[config.mk]
export PLATFORM = sky130hd
export DESIGN_NAME = pl_hazard_ctrl
export DESIGN_NICKNAME = d
export VERILOG_FILES = /design/src/rtl/pl_hazard_ctrl.sv
export SDC_FILE = /design/constraint.sdc
export NUM_CORES = 1
export LEC_CHECK = 0
export BUFFER_PORTS_ARGS = -buffer_cell sky130_fd_sc_hd__buf_2
export CAP_MARGIN = 10
export CELL_PAD_IN_SITES_DETAIL_PLACEMENT = 0
export CELL_PAD_IN_SITES_GLOBAL_PLACEMENT = 1
export CORE_ASPECT_RATIO = 1.25
export CORE_MARGIN = 10
export CORE_UTILIZATION = 35
export DETAILED_ROUTE_END_ITERATION = 16
export PLACE_DENSITY_LB_ADDON = 0.1
export SYNTH_ARGS = -nofsm -noshare
export SYNTH_HDL_FRONTEND = slang
export SYNTH_SLANG_ARGS = --single-unit
[constraint.sdc]
create_clock -name clock -period 2.4 [get_ports clock]
set_input_delay 0.48 -clock clock [delete_from_list [all_inputs] [get_ports clock]]
set_output_delay 0.48 -clock clock [all_outputs]
set_load 0.03 [all_outputs]
[src/rtl/pl_hazard_ctrl.sv]
// rtl/pl_hazard_ctrl.sv - pipeline stall/flush controller with data-memory wait FSM.
// Define PL_HAZARD_FWD_EN when the datapath forwards, so only load-use hazards stall.
module pl_hazard_ctrl #(
  parameter logic [7:0] MEM_TIMEOUT = 8'd255
) (
  input  logic        clock,
  input  logic        reset,
  input  logic [4:0]  drs,
  input  logic [4:0]  drt,
  input  logic        duse_rs,
  input  logic        duse_rt,
  input  logic        ewreg,
  input  logic        em2reg,
  input  logic [4:0]  ern,
  input  logic        mwreg,
  input  logic [4:0]  mrn,
  input  logic        wwreg,
  input  logic [4:0]  wrn,
  input  logic        ebranch,
  input  logic        mreq,
  input  logic        dmem_ready,
  output logic        pc_en,
  output logic        ifid_en,
  output logic        ifid_flush,
  output logic        idex_en,
  output logic        idex_bubble,
  output logic        exmem_en,
  output logic        memwb_en,
  output logic        memwb_bubble,
  output logic        mem_err,
  output logic [15:0] stall_cnt
);

  typedef enum logic {RUN = 1'b0, MWAIT = 1'b1} state_t;

  state_t      state_q, state_d;
  logic [7:0]  wait_q, wait_d;
  logic        mem_err_q;
  logic [15:0] stall_cnt_q;

  logic hit_e, load_use, data_haz, timeout, mem_hold;

  assign hit_e    = ewreg & (ern != 5'd0) &
                    ((duse_rs & (drs == ern)) | (duse_rt & (drt == ern)));
  assign load_use = em2reg & hit_e;

`ifdef PL_HAZARD_FWD_EN
  assign data_haz = load_use;
`else
  // Without forwarding every in-flight writer of a source register blocks ID.
  logic hit_m, hit_w;
  assign hit_m    = mwreg & (mrn != 5'd0) &
                    ((duse_rs & (drs == mrn)) | (duse_rt & (drt == mrn)));
  assign hit_w    = wwreg & (wrn != 5'd0) &
                    ((duse_rs & (drs == wrn)) | (duse_rt & (drt == wrn)));
  assign data_haz = load_use | hit_e | hit_m | hit_w;
`endif

  assign timeout  = (state_q == MWAIT) & ~dmem_ready & (wait_q == MEM_TIMEOUT);
  assign mem_hold = ~dmem_ready &
                    (((state_q == RUN) & mreq) | ((state_q == MWAIT) & (wait_q != MEM_TIMEOUT)));

  always_comb begin
    pc_en        = 1'b1;
    ifid_en      = 1'b1;
    ifid_flush   = 1'b0;
    idex_en      = 1'b1;
    idex_bubble  = 1'b0;
    exmem_en     = 1'b1;
    memwb_en     = 1'b1;
    memwb_bubble = 1'b0;
    state_d      = RUN;
    wait_d       = wait_q;
    if (reset) begin
      wait_d = 8'd0;
    end else if (mem_hold) begin
      pc_en        = 1'b0;
      ifid_en      = 1'b0;
      idex_en      = 1'b0;
      exmem_en     = 1'b0;
      memwb_bubble = 1'b1;
      state_d      = MWAIT;
      wait_d       = (state_q == RUN) ? 8'd0 : wait_q + 8'd1;
    end else if (ebranch) begin
      ifid_flush  = 1'b1;
      idex_bubble = 1'b1;
    end else if (data_haz) begin
      pc_en       = 1'b0;
      ifid_en     = 1'b0;
      idex_bubble = 1'b1;
    end
  end

  always_ff @(posedge clock) begin
    if (reset) begin
      state_q     <= RUN;
      wait_q      <= 8'd0;
      mem_err_q   <= 1'b0;
      stall_cnt_q <= 16'd0;
    end else begin
      state_q   <= state_d;
      wait_q    <= wait_d;
      mem_err_q <= timeout;
      if (!pc_en && stall_cnt_q != 16'hFFFF)
        stall_cnt_q <= stall_cnt_q + 16'd1;
    end
  end

  assign mem_err   = mem_err_q;
  assign stall_cnt = stall_cnt_q;

endmodule

==> run metrics <==
CTS Hold Bufs=0; Core Region=0.00449 mm^2; R2R setup slack=between 0.3 and 0.4 ns; TritonCTS buffer count=3; CP startpoint=drt[0]; kind of critical path=in -> out; Syn Area/Cell=~8.7 um^2; failing checks=negative setup slack; drt total wl=4.83 mm; drt first pass iters=3; share of cells above drive strength 1=36.9%; status=finished, violations left; count of flip-flops with a built-in enable after synthesis=0; worst vdd ir=241 uV; Fmax achieved=416 MHz; endpoint required time on the critical path=1.92 ns; post-synthesis instance area=~0.0017 mm^2; Die Span Y=96.9 um; post-synthesis register bit count=26; initial antenna violation count=0; Die Wd=81.5 um; Initial Util=36.8%; fin nets=302; Cell variety after synth=36; clock skew=between 0.01 and 0.015 ns; Overall Power=0.00101 W; Pins Over Slew Limit=0; Via Count=between 1500 and 2000; Wirelength per Cell=15.0 um; vias in the first global route=1725; post-synthesis cell count=191; routability congestion estimate=0.839; unrepaired setup endpoints after global routing=true; I/O pin count=61; Synth area leaders=dfxtp_1 31%, xor2_1 16%, and3_1 3.4%; Clock Path Buffers=2; Cell Rows=27; top-area cell type share of the netlist area=31.4%; Remaining DRCs=0; most frequent cells in the layout=50 x buf_2, 30 x xor2_1, 26 x dfxtp_1; Clock Sinks=26; Leak Pwr=a little under 1 nW; Ys Warns=0; worst-path maximum fanout=3; CTS root buffer=clkbuf_8; CP Capture Point=pc_en; Final HPWL DP=3.81 mm; pin count of the biggest net entering global routing=20; IO Port Bufs=58; Post-synth ARST share=0%; Final Hold Fails=0; Synth area leader=dfxtp_1; DRT iter0 DRCs=37; final period utilization=100%; CTS tree=yes; # diodes=0; Final ANT Viol Nets=0; worst reg2reg path endpoint=stall_cnt[10]; Startpoint Class=primary input; clock latency on the worst-skew pair=0.27 ns; min cycle time layout=approximately 2.4 ns; crit path DAT=approximately 1.9 ns; GRT Total Usage=11.9%; Reg2Reg Depth=8; Worst-path clk slew=around 0.1 ns; Hold WC Path Type=in -> reg; Reg-to-Reg Start=stall_cnt[0]; first-pass GRT wire length=7.76 mm; DR vias/cell=about 5.1; total grt overflow=0; post-route setup slack=-0.00432 ns; Pwr Density=roughly 440 mW/mm^2; Syn Nets=approximately 230; Die ar.=~0.008 mm^2; CP Capture Type=primary output; TNS Setup=-0.00859 ns; fin util=between 50% and 60%; htree depth=1; Top FF cell, synth=dfxtp_1; Hold Path Depth=2; setup violators final=2; layout overhead on the synthesized area=39.3%; Max Cap Violations=0; sequential-to-total area share from yosys stat=31.4%; most common cell after layout, fill and taps aside=buf_2
[critical path, cell delays in order]
cell,delay [ns]
buf_8,0.10
xor2_1,0.15
nor4_1,0.30
and3_1,0.26
o221ai_4,0.14
a31oi_4,0.25
o21ai_4,0.09
buf_6,0.15
[where the power goes]
| group | switching (W) | internal [W] |
|---|---|---|
| clock network | 0.000144 | 0.000223 |
| registers | 0.00000342 | 0.000434 |
| logic | 0.000109 | 0.0000924 |
[repair_timing]
item	CTS	global route
buffers inserted	2	2
pin swaps	8	10
endpoints found under the setup margin	5	17
gates cloned	0	0
endpoints found under the hold margin	0	0
resized for setup	11	21
[final cells by class]
class | count | area, um^2
Clock inverter | 1 | 30.0
Sequential cell | 26 | 520
Fill cell | 432 | 2190
Tap cell | 58 | 72.6
Inverter | 3 | 11.3
Timing Repair Buffer | 75 | 488
Multi-Input combinational cell | 155 | 1140
Clock buffer | 3 | 41.3
[cells by family after synthesis]
kind of cell	synth area share, %
AOI/OAI and AO/OA	15.7
xor gates and xnor gates	19.0
adders and majority gates	1.51
buffers and inverters	3.85
DFF	31.4
muxes	3.10
other	0.227
and+or+nand+nor	25.1
[sequential cells by signal, summed over array words and instances (netlist names)]
name       count
mem_err        1
stall_cnt     16
state_q        1
wait_q         8
[per-layer routing]
layer	GRT usage (%)	wire length, um	vias up
li1	-	-	847
met1	13.1	2040	738
met2	20.4	2430	37
met3	4.81	356	0
met4	2.39	0	0
met5	0	0	-
[synth_stat cells, types with 3 or more instances]
master / count
nor2_1: 15
dfxtp_1: 26
or4_1: 5
mux2i_1: 4
buf_4: 3
nand4_1: 8
and3_1: 9
xnor2_1: 6
o21ai_1: 6
nand2_1: 14
xor2_1: 30
o21ai_0: 3
nor4_1: 8
a21oi_1: 10
inv_1: 3
o221ai_2: 3
or3_1: 8
nand3_1: 5
[how the worst min path moves through the flow]
| stage | from | end |
|---|---|---|
| floorplan | wait_q[5] | wait_q[5] |
| global placement | wait_q[5] | wait_q[5] |
| detailed placement | wait_q[5] | wait_q[5] |
| CTS | dmem_ready | mem_err |
| global route | dmem_ready | mem_err |
| finish | dmem_ready | mem_err |
[metrics by stage]
step,setup slack (ns),hold slack (ns),instance area [um^2],cells
floorplan,0.0653,0.454,1670,191
global placement,-0.102,0.469,2090,313
detailed placement,-0.154,0.479,2090,313
CTS,0.00726,0.427,2220,319
global route,-0.0687,0.439,2310,321
finish,-0.00432,0.427,2310,321
Power figures use the tool's default switching activity.
